### config.mk
export PLATFORM = sky130hd
export DESIGN_NAME = rtc_time_reader_flat
export DESIGN_NICKNAME = d
export VERILOG_FILES = /design/src/rtl/rtc_time_reader_if.sv /design/src/rtl/rtc_time_reader.sv /design/src/flat_wrapper.sv
export SDC_FILE = /design/constraint.sdc
export NUM_CORES = 1
export LEC_CHECK = 0
export CAP_MARGIN = 20
export CORE_MARGIN = 4
export CORE_UTILIZATION = 57
export CTS_CLUSTER_SIZE = 10
export DETAILED_ROUTE_END_ITERATION = 16
export HOLD_SLACK_MARGIN = 0.05
export PLACE_DENSITY = 0.95
export SYNTH_ARGS = -nofsm -noshare
export SYNTH_HDL_FRONTEND = slang
export SYNTH_SLANG_ARGS = --single-unit
### constraint.sdc
create_clock -name clock -period 3.2 [get_ports clock]
set_input_delay 0.96 -clock clock [delete_from_list [all_inputs] [get_ports clock]]
set_output_delay 0.96 -clock clock [all_outputs]
set_load 0.03 [all_outputs]
### src/rtl/rtc_time_reader_if.sv
// Multiplexed RTC address/data bus between the time reader (master) and the pad/RTC side (slave).
`default_nettype none

interface rtc_time_reader_if;
  logic       rtc_cs_n;
  logic       rtc_rd_n;
  logic       rtc_wr_n;
  logic       rtc_a_d;
  logic [7:0] rtc_ad_out;
  logic       rtc_ad_oe;
  logic [7:0] rtc_ad_in;

  modport master (
    output rtc_cs_n, rtc_rd_n, rtc_wr_n, rtc_a_d, rtc_ad_out, rtc_ad_oe,
    input  rtc_ad_in
  );

  modport slave (
    input  rtc_cs_n, rtc_rd_n, rtc_wr_n, rtc_a_d, rtc_ad_out, rtc_ad_oe,
    output rtc_ad_in
  );
endinterface

`default_nettype wire

### src/rtl/rtc_time_reader.sv
// Sweeps nine RTC time/date/timer registers over a multiplexed bus and publishes them as BCD digits.
// Optional periodic auto-refresh is enabled by defining RTC_AUTO_REFRESH_EN.
`default_nettype none

module rtc_time_reader #(
  parameter int PHASE_CYC   = 10,
  parameter int REFRESH_CYC = 10000000
) (
  input  logic              clock,
  input  logic              reset,
  input  logic              start,
  input  logic              formato_hora,
  rtc_time_reader_if.master bus,
  output logic [3:0]        digit0_SS,
  output logic [3:0]        digit1_SS,
  output logic [3:0]        digit0_MM,
  output logic [3:0]        digit1_MM,
  output logic [3:0]        digit0_HH,
  output logic [3:0]        digit1_HH,
  output logic [3:0]        digit0_DAY,
  output logic [3:0]        digit1_DAY,
  output logic [3:0]        digit0_MES,
  output logic [3:0]        digit1_MES,
  output logic [3:0]        digit0_YEAR,
  output logic [3:0]        digit1_YEAR,
  output logic [3:0]        digit0_SS_T,
  output logic [3:0]        digit1_SS_T,
  output logic [3:0]        digit0_MM_T,
  output logic [3:0]        digit1_MM_T,
  output logic [3:0]        digit0_HH_T,
  output logic [3:0]        digit1_HH_T,
  output logic              AM_PM,
  output logic              busy,
  output logic              done
);

  localparam logic [2:0] S_IDLE  = 3'd0;
  localparam logic [2:0] S_ADDR  = 3'd1;
  localparam logic [2:0] S_AGAP  = 3'd2;
  localparam logic [2:0] S_READ  = 3'd3;
  localparam logic [2:0] S_RECOV = 3'd4;
  localparam logic [2:0] S_DONE  = 3'd5;

  localparam int         NREG     = 9;
  localparam int         IX_HH    = 2;
  localparam int         IX_HH_T  = 8;
  localparam logic [7:0] PH_LAST  = 8'(PHASE_CYC - 1);
  localparam logic [3:0] IDX_LAST = 4'(NREG - 1);

  logic [2:0] state_q, state_d;
  logic [7:0] phase_q, phase_d;
  logic [3:0] idx_q, idx_d;
  logic [7:0] shadow_q [NREG];
  logic [3:0] dig0_q   [NREG];
  logic [3:0] dig1_q   [NREG];
  logic       ampm_q;
  logic       busy_q;
  logic       done_q;
  logic       start_any;
  logic       accept;
  logic       phase_end;

  function automatic logic [7:0] reg_addr(input logic [3:0] idx);
    case (idx)
      4'd0:    reg_addr = 8'h21;
      4'd1:    reg_addr = 8'h22;
      4'd2:    reg_addr = 8'h23;
      4'd3:    reg_addr = 8'h24;
      4'd4:    reg_addr = 8'h25;
      4'd5:    reg_addr = 8'h26;
      4'd6:    reg_addr = 8'h41;
      4'd7:    reg_addr = 8'h42;
      default: reg_addr = 8'h43;
    endcase
  endfunction

  // Hour registers carry the AM/PM flag in bit 5 when the RTC runs in 12 h mode.
  function automatic logic [3:0] tens_digit(input logic [7:0] b, input logic is_hour,
                                             input logic fmt12);
    if (!is_hour)
      tens_digit = {1'b0, b[6:4]};
    else if (fmt12)
      tens_digit = {3'b000, b[4]};
    else
      tens_digit = {2'b00, b[5:4]};
  endfunction

`ifdef RTC_AUTO_REFRESH_EN
  localparam int            RW     = (REFRESH_CYC > 1) ? $clog2(REFRESH_CYC) : 1;
  localparam logic [RW-1:0] R_LAST = RW'(REFRESH_CYC - 1);

  logic [RW-1:0] refr_q;
  logic          auto_start;

  always_ff @(posedge clock or negedge reset) begin
    if (!reset)
      refr_q <= '0;
    else if (refr_q == R_LAST)
      refr_q <= '0;
    else
      refr_q <= refr_q + RW'(1);
  end

  assign auto_start = (refr_q == R_LAST);
  assign start_any  = start | auto_start;
`else
  localparam int unused_refresh_cyc = REFRESH_CYC;
  assign start_any = start;
`endif

  // A request is only honoured when idle and the previous done cycle has retired.
  assign accept    = start_any && (state_q == S_IDLE) && !busy_q;
  assign phase_end = (phase_q == PH_LAST);

  always_comb begin
    state_d = state_q;
    phase_d = phase_q;
    idx_d   = idx_q;
    case (state_q)
      S_IDLE: begin
        if (accept) begin
          state_d = S_ADDR;
          phase_d = '0;
          idx_d   = '0;
        end
      end
      S_ADDR: begin
        phase_d = phase_end ? 8'd0 : phase_q + 8'd1;
        if (phase_end) state_d = S_AGAP;
      end
      S_AGAP: begin
        phase_d = phase_end ? 8'd0 : phase_q + 8'd1;
        if (phase_end) state_d = S_READ;
      end
      S_READ: begin
        phase_d = phase_end ? 8'd0 : phase_q + 8'd1;
        if (phase_end) state_d = S_RECOV;
      end
      S_RECOV: begin
        phase_d = phase_end ? 8'd0 : phase_q + 8'd1;
        if (phase_end) begin
          if (idx_q < IDX_LAST) begin
            idx_d   = idx_q + 4'd1;
            state_d = S_ADDR;
          end else begin
            state_d = S_DONE;
          end
        end
      end
      S_DONE:  state_d = S_IDLE;
      default: state_d = S_IDLE;
    endcase
  end

  always_ff @(posedge clock or negedge reset) begin
    if (!reset) begin
      state_q <= S_IDLE;
      phase_q <= '0;
      idx_q   <= '0;
    end else begin
      state_q <= state_d;
      phase_q <= phase_d;
      idx_q   <= idx_d;
    end
  end

  always_ff @(posedge clock or negedge reset) begin
    if (!reset) begin
      for (int i = 0; i < NREG; i++) shadow_q[i] <= '0;
    end else if ((state_q == S_READ) && phase_end) begin
      shadow_q[idx_q] <= bus.rtc_ad_in;
    end
  end

  // Visible outputs change only in the done cycle, so a sweep is never seen half-read.
  always_ff @(posedge clock or negedge reset) begin
    if (!reset) begin
      for (int i = 0; i < NREG; i++) begin
        dig0_q[i] <= '0;
        dig1_q[i] <= '0;
      end
      ampm_q <= 1'b0;
      busy_q <= 1'b0;
      done_q <= 1'b0;
    end else begin
      done_q <= (state_q == S_DONE);
      if (accept)
        busy_q <= 1'b1;
      else if (done_q)
        busy_q <= 1'b0;
      if (state_q == S_DONE) begin
        for (int i = 0; i < NREG; i++) begin
          dig0_q[i] <= shadow_q[i][3:0];
          dig1_q[i] <= tens_digit(shadow_q[i], (i == IX_HH) || (i == IX_HH_T), formato_hora);
        end
        ampm_q <= formato_hora & shadow_q[IX_HH][5];
      end
    end
  end

  always_comb begin
    bus.rtc_cs_n   = 1'b1;
    bus.rtc_rd_n   = 1'b1;
    bus.rtc_wr_n   = 1'b1;
    bus.rtc_a_d    = 1'b0;
    bus.rtc_ad_oe  = 1'b0;
    bus.rtc_ad_out = 8'h00;
    case (state_q)
      S_ADDR: begin
        bus.rtc_cs_n   = 1'b0;
        bus.rtc_wr_n   = 1'b0;
        bus.rtc_ad_oe  = 1'b1;
        bus.rtc_ad_out = reg_addr(idx_q);
      end
      S_AGAP: begin
        bus.rtc_ad_oe  = 1'b1;
        bus.rtc_ad_out = reg_addr(idx_q);
      end
      S_READ: begin
        bus.rtc_cs_n = 1'b0;
        bus.rtc_rd_n = 1'b0;
        bus.rtc_a_d  = 1'b1;
      end
      default: ;
    endcase
  end

  assign digit0_SS   = dig0_q[0];
  assign digit1_SS   = dig1_q[0];
  assign digit0_MM   = dig0_q[1];
  assign digit1_MM   = dig1_q[1];
  assign digit0_HH   = dig0_q[2];
  assign digit1_HH   = dig1_q[2];
  assign digit0_DAY  = dig0_q[3];
  assign digit1_DAY  = dig1_q[3];
  assign digit0_MES  = dig0_q[4];
  assign digit1_MES  = dig1_q[4];
  assign digit0_YEAR = dig0_q[5];
  assign digit1_YEAR = dig1_q[5];
  assign digit0_SS_T = dig0_q[6];
  assign digit1_SS_T = dig1_q[6];
  assign digit0_MM_T = dig0_q[7];
  assign digit1_MM_T = dig1_q[7];
  assign digit0_HH_T = dig0_q[8];
  assign digit1_HH_T = dig1_q[8];
  assign AM_PM       = ampm_q;
  assign busy        = busy_q;
  assign done        = done_q;

endmodule

`default_nettype wire

### src/flat_wrapper.sv
// flat-port wrapper written by rule: the top's interface ports become plain ports
module rtc_time_reader_flat 
#(
  parameter int PHASE_CYC   = 10,
  parameter int REFRESH_CYC = 10000000
)
  (clock, reset, start, formato_hora, digit0_SS, digit1_SS, digit0_MM, digit1_MM, digit0_HH, digit1_HH, digit0_DAY, digit1_DAY, digit0_MES, digit1_MES, digit0_YEAR, digit1_YEAR, digit0_SS_T, digit1_SS_T, digit0_MM_T, digit1_MM_T, digit0_HH_T, digit1_HH_T, AM_PM, busy, done, bus_rtc_cs_n, bus_rtc_rd_n, bus_rtc_wr_n, bus_rtc_a_d, bus_rtc_ad_out, bus_rtc_ad_oe, bus_rtc_ad_in);
  rtc_time_reader_if bus_i ();
  input  logic clock;
  input  logic reset;
  input  logic start;
  input  logic formato_hora;
  output logic [3:0] digit0_SS;
  output logic [3:0] digit1_SS;
  output logic [3:0] digit0_MM;
  output logic [3:0] digit1_MM;
  output logic [3:0] digit0_HH;
  output logic [3:0] digit1_HH;
  output logic [3:0] digit0_DAY;
  output logic [3:0] digit1_DAY;
  output logic [3:0] digit0_MES;
  output logic [3:0] digit1_MES;
  output logic [3:0] digit0_YEAR;
  output logic [3:0] digit1_YEAR;
  output logic [3:0] digit0_SS_T;
  output logic [3:0] digit1_SS_T;
  output logic [3:0] digit0_MM_T;
  output logic [3:0] digit1_MM_T;
  output logic [3:0] digit0_HH_T;
  output logic [3:0] digit1_HH_T;
  output logic AM_PM;
  output logic busy;
  output logic done;
  output wire logic [$bits(bus_i.rtc_cs_n)-1:0] bus_rtc_cs_n;
  output wire logic [$bits(bus_i.rtc_rd_n)-1:0] bus_rtc_rd_n;
  output wire logic [$bits(bus_i.rtc_wr_n)-1:0] bus_rtc_wr_n;
  output wire logic [$bits(bus_i.rtc_a_d)-1:0] bus_rtc_a_d;
  output wire logic [$bits(bus_i.rtc_ad_out)-1:0] bus_rtc_ad_out;
  output wire logic [$bits(bus_i.rtc_ad_oe)-1:0] bus_rtc_ad_oe;
  input wire logic [$bits(bus_i.rtc_ad_in)-1:0] bus_rtc_ad_in;
  assign bus_rtc_cs_n = bus_i.rtc_cs_n;
  assign bus_rtc_rd_n = bus_i.rtc_rd_n;
  assign bus_rtc_wr_n = bus_i.rtc_wr_n;
  assign bus_rtc_a_d = bus_i.rtc_a_d;
  assign bus_rtc_ad_out = bus_i.rtc_ad_out;
  assign bus_rtc_ad_oe = bus_i.rtc_ad_oe;
  assign bus_i.rtc_ad_in = bus_rtc_ad_in;
  rtc_time_reader #(.PHASE_CYC(PHASE_CYC), .REFRESH_CYC(REFRESH_CYC)) u_core (.clock(clock), .reset(reset), .start(start), .formato_hora(formato_hora), .bus(bus_i), .digit0_SS(digit0_SS), .digit1_SS(digit1_SS), .digit0_MM(digit0_MM), .digit1_MM(digit1_MM), .digit0_HH(digit0_HH), .digit1_HH(digit1_HH), .digit0_DAY(digit0_DAY), .digit1_DAY(digit1_DAY), .digit0_MES(digit0_MES), .digit1_MES(digit1_MES), .digit0_YEAR(digit0_YEAR), .digit1_YEAR(digit1_YEAR), .digit0_SS_T(digit0_SS_T), .digit1_SS_T(digit1_SS_T), .digit0_MM_T(digit0_MM_T), .digit1_MM_T(digit1_MM_T), .digit0_HH_T(digit0_HH_T), .digit1_HH_T(digit1_HH_T), .AM_PM(AM_PM), .busy(busy), .done(done));
endmodule
# After elaboration in Yosys (flattened, before gate mapping)
# Memory sizes are Yosys's and may differ from the RTL's.
# Cells that the tools add are included.
# word_totals
regBits,155
rom_bits,80
in_bits,12
output_inout_bits,88
word_cells,98
mem_count,2
# mem_list
memory,words,word_bits,rd,rd_clocked_by_memory_dff,wr,line,text
(no name shown),8,5,1,0,0,rtc_time_reader.sv:64,case (idx)
(no name shown),8,5,1,0,0,rtc_time_reader.sv:64,
# op_classes
add_sub_neg,2
n_lt_le_gt_ge,3
n_eq_ne,12
n_mux,29
bitwise_logic,2
reduce_logical,15
# op_table
op,count
$bwmux W72,1
$mux W8,5
$demux W8 S4,1
$pmux W8 S2,2
$mux W3,6
$pmux W3 S5,1
$mux W4,3
$ne A2 B1 Y1 const B,6
$add A8 B1 Y8 const B,1
$eq A8 B4 Y1 const B,1
$pmux W4 S2,1
$mux W1,7
$eq A3 B2 Y1 const B,2
$eq A3 B3 Y1 const B,2
$reduce_bool A2 Y1,3
$ge A5 B5 Y1 const B,1
$lt A5 B1 Y1 const B,1
$not A4 Y5,1
$reduce_and A5 Y1,1
$add A4 B1 Y4 const B,1
$logic_and A1 B1 Y1,4
$lt A4 B4 Y1 const B,1
$mux W2,2
$reduce_and A4 Y1,1
other kinds (7),8

# Logic depth before layout (Yosys ltp)
# logic_depth
word_depth,6
mapped_depth,7
depth_no_buf,6

# Worst setup path before layout
# No wires, ideal clock.
# synth_path
kind,register to output
start,register u_core.state_q[1]
end,output bus_rtc_ad_out[2]
t_arrival_ps,1793
required_ps,2240
slack_ps,447
stages_incl_launch_ff,6
n_path_buf,1
path_cell_list,dfrtp_1 -> buf_1 -> xor2_1 -> nand2b_1 -> nor2b_1 -> o21a_1
# synth_between
elab_chain_len,2
word_cells_on_any_way,3
cone_classes,eq/ne: 2; mux: 1
# synth_rtl
item,line,text
start: declaration,rtc_time_reader.sv:50,"logic [2:0] state_q, state_d;"
start signal: assignment,rtc_time_reader.sv:161,state_q <= state_d;
$eq A3 B2 Y1 or $eq A3 B1 Y1 (tied branches),rtc_time_reader.sv:208,case (state_q)
$pmux W8 S2 (*),rtc_time_reader.sv:208,
end: declaration,flat_wrapper.sv:38,output wire logic [$bits(bus_i.rtc_ad_out)-1:0] bus_rtc_ad_out;
# Mark *: on every way between the ends. The rest lies on a longest branch, timed or not.

# Worst setup path after layout
# layout_path
start,register u_core.idx_q[0]
end,output bus_rtc_ad_out[1]
# layout_between
elab_chain_len,3
word_cells_on_any_way,5
cone_classes,mux: 3; memory: 2
# layout_rtl
item,line,text
start: declaration,rtc_time_reader.sv:52,"logic [3:0] idx_q, idx_d;"
start signal: assignment,rtc_time_reader.sv:163,idx_q <= idx_d;
$mem_v2 Z8 W5,n/a,
$mux W8,rtc_time_reader.sv:64,
$pmux W8 S2 (*),rtc_time_reader.sv:208,
# Marked as above.

==> summary.md <==
| Metric | Value |
|---|---|
| Switch Pwr | 0.900 mW |
| Worst Path Class, Setup | register to output pin |
| Outcome | finished, final reports clean |
| Synth Area in Adders | 0.0127 |
| Ys flop type | dfrtp_1 |
| Final hold violation count | 0 |
| Post-CTS setup buffers | 0 |
| Initial Utilization | 0.594 |
| Residual DRC count | 0 |
| Mapped cell area | approximately 5900 sq um |
| Combinational fraction of design power | 0.032 |
| # clock sinks | 140 |
| Slew HR | 0.604 |
| Mean Syn Cell Area | 11.1 sq um |
| Router iterations before antenna repair | 5 |
| Vias in the first global route | 4454 |
| Clock Tree Buf Depth | 2 |
| WP data required | 2.24 ns |
| Maxcap violations | 0 |
| Mapped Cells | 532 |
| Input/output buffers | 84 |
| Routability cong. | 0.860 |
| Clock root buffer master | clkbuf_8 |
| CP Cell Sequence | inv_1, ha_1, mux2i_1, a21oi_1, dlygate4sd2_1 |
| Antenna violations before repair | 0 |
| Mux cell area share after synthesis | 0.126 |
| Pwr Total | slightly below 4 mW |
| Post-CTS Hold Buffers | 0 |
| Data arrival time of the worst path | 2.11 ns |
| Die Width | 110 microns |
| Synth Register Bits | 140 |
| Clock latency on the worst-skew pair | between 0.5 and 0.6 ns |
| Ys async rst share | 1.00 |
| Sequential element share of the synthesized area | 0.595 |
| Synth cell types | 45 |
| Fraction of layout cells with a size suffix above 1 | 0.193 |
| Vias/cell | 5.63 |
| Slew Limit Fails | 0 |
| Tcrit/Tclk final | 0.960 |
| DR vias | 4333 |
| Worst Hold Class | primary input to asynchronous set/reset pin |
| Final setup viols | 0 |
| Largest net degree at the start of global routing | 99 |
| Cells on worst reg2reg path | 6 |
| Post-Route Skew | 0.00679 ns |
| Final ANT Viol Nets | 0 |
| ANT cells | 0 |
| # IOs | 100 |
| Total Routing Usage GR | 0.260 |
| Area grow syn2layout | 26.4% |
| CTS Buf Count | 17 |
| Crit path max fanout | 9 |
| Synth Area in Simple Gates | 0.183 |
| Number of synthesized flops with an enable pin | 0 |
| Synthesis Warnings | 0 |
| WL final | 14.5 mm |
| Dpl hpwl | 9.31 mm |
| Int Pwr | 3.03 mW |
| Row Count | 36 |
| Largest family of logic cells by synthesized area | simple AND/OR/NAND/NOR gates |
| First-pass GRT wire length | 23.3 mm |
| Reg-to-reg critical path endpoint | u_core.shadow_q[42] |
| CTS tree | built |
| Global route total overflow | 0 |
| Leak | 3.65 nW |
| Worst ir drop on vdd | 0.445 mV |
| Core Region | 9910 sq um |
| Synth Area in XOR/XNOR | 0.00297 |
| RR Startpoint | u_core.phase_q[1] |
| Total Negative Setup Slacks | 0 ns |
| Critical path startpoint category | register |
| Slowest cell on crit path | dfrtp_1 |
| Power Density | 527 nW/um^2 |
| Die Ht | around 110 microns |
| Clk pin slew, worst setup/hold paths | 0.07 ns |
| CP peak stage delay | 0.51 ns |
| Buf/Inv on CP | 2 |
| Seq pwr share | 0.467 |
| CP Capture Type | output pin |
| Die area | approximately 12000 sq um |
| Reg2reg setup slack | 0.76 ns |
| Achievable clock frequency | 326 MHz |
| Nets | 641 |
| Worst Tran Pin Value | 0.592 ns |
| RSZ-0062 raised after global routing | no |
| Clock Power Share | 0.500 |
| Crit path time final | 3.07 ns |
| Initial DRC count | about 360 |
| Compound-Gate Fraction of Synth Area | 0.0395 |
| CTS H-Tree Depth | 4 |
| Wirelength per Cell | roughly 19 microns |
| Crit-path leading delay family | buffers and inverters |
| Sw Ratio | 0.229 |
flip-flops by register name, summed over array words and instances, names as in the netlist, 3 cells and up:
| register | cells |
|---|---|
| u_core.digit0_SS | 4 |
| u_core.state_q | 3 |
| u_core.digit0_MM_T | 4 |
| u_core.digit1_SS | 3 |
| u_core.digit1_MM | 3 |
| u_core.digit1_DAY | 3 |
| u_core.shadow_q | 61 |
| u_core.digit0_YEAR | 4 |
| u_core.digit0_HH | 4 |
| u_core.digit1_MM_T | 3 |
| u_core.digit1_YEAR | 3 |
| u_core.digit1_MES | 3 |
| u_core.digit0_MES | 4 |
| u_core.phase_q | 8 |
| u_core.digit0_MM | 4 |
| u_core.digit0_DAY | 4 |
| u_core.digit1_SS_T | 3 |
| u_core.idx_q | 4 |
| u_core.digit0_HH_T | 4 |
| u_core.digit0_SS_T | 4 |
cells in the mapped netlist, drive strengths merged, types with 3 or more instances:
master    n  area (sq um)
inv      10          37.5
clkbuf   18          67.6
dfrtp   140          3500
buf      17           128
mux2     62           721
a21oi     8          40.0
nor2b     4          25.0
o21ai    13          65.1
o31ai     4          30.0
a22o      3          26.3
nand2b    4          25.0
or4       5          42.5
nand3b    7          67.6
ha        6          75.1
nor2      3          11.3
nand2   189           717
o211ai    3          22.5
nand3     9          65.1
area by class of cell:
class,count,area [sq um]
clock inverters,13,155
fillers,605,2470
inverters,11,41.3
multi-input cells,359,2200
well taps,133,166
clock buffers,19,442
flip-flops and latches,140,3500
repair buffers,94,937
power by group through the flow:
stage	sequential (mW)	combinational, mW	clock [mW]
final	1.83	0.128	1.96
after global routing	1.84	0.142	2.06
after CTS	1.83	0.130	1.98
after detailed placement	1.86	0.126	0
after global placement	1.86	0.121	0
after floorplan	1.86	0.0729	0
kinds of logic after synthesis:
family / after synthesis
compound gates: 37
xor+xnor: 2
fa+ha+maj: 6
buf+inv: 46
flops: 140
mux: 64
other cells: 1
simple gates: 236
metrics by stage:
stage	hold slack (ns)	std cells	cell area, sq um	setup WS, ns	util
2_1_floorplan	0.433	545	5940	0.447	-
3_3_place_gp	0.442	737	6840	0.429	0.690
3_5_place_dp	0.454	737	6840	0.369	0.690
4_1_cts	0.333	769	7430	0.0351	0.750
5_1_grt	0.343	769	7440	0.0187	0.751
6_report	0.337	769	7440	0.129	0.751
timing repair:
action | 4_1_cts | 5_1_grt
pin swaps | 0 | 0
gates cloned | 0 | 0
endpoints found under the setup margin | 2 | 4
gates resized for setup | 2 | 4
worst max path at each step:
stage | from | end | cells past startpoint
after floorplan | u_core.state_q[1] | bus_rtc_ad_out[2] | 5
after global placement | start | u_core.phase_q[6] | 5
after detailed placement | start | u_core.phase_q[7] | 5
after CTS | u_core.state_q[2] | bus_rtc_a_d | 4
after global routing | u_core.idx_q[0] | bus_rtc_ad_out[1] | 5
final | u_core.idx_q[0] | bus_rtc_ad_out[1] | 5
layout by cell type (no fill, tap or decap), types with 5 or more instances in the layout:
master	synthesis	final
mux2_2	56	56
inv_1	10	10
ha_1	6	6
clkbuf_16	0	16
o21ai_0	13	13
nand3_1	5	5
a21oi_1	8	8
conb_1	1	14
nand2_1	188	188
dfrtp_1	140	140
mux2_4	6	6
clkdlybuf4s50_1	0	77
buf_4	15	9
inv_6	0	6
layer usage:
metal  share of wire  track usage
met2            0.52        0.449
met5               0            0
met3           0.064       0.0652
met4           0.029       0.0962
met1            0.39        0.317
Power figures use the tool's default switching activity.
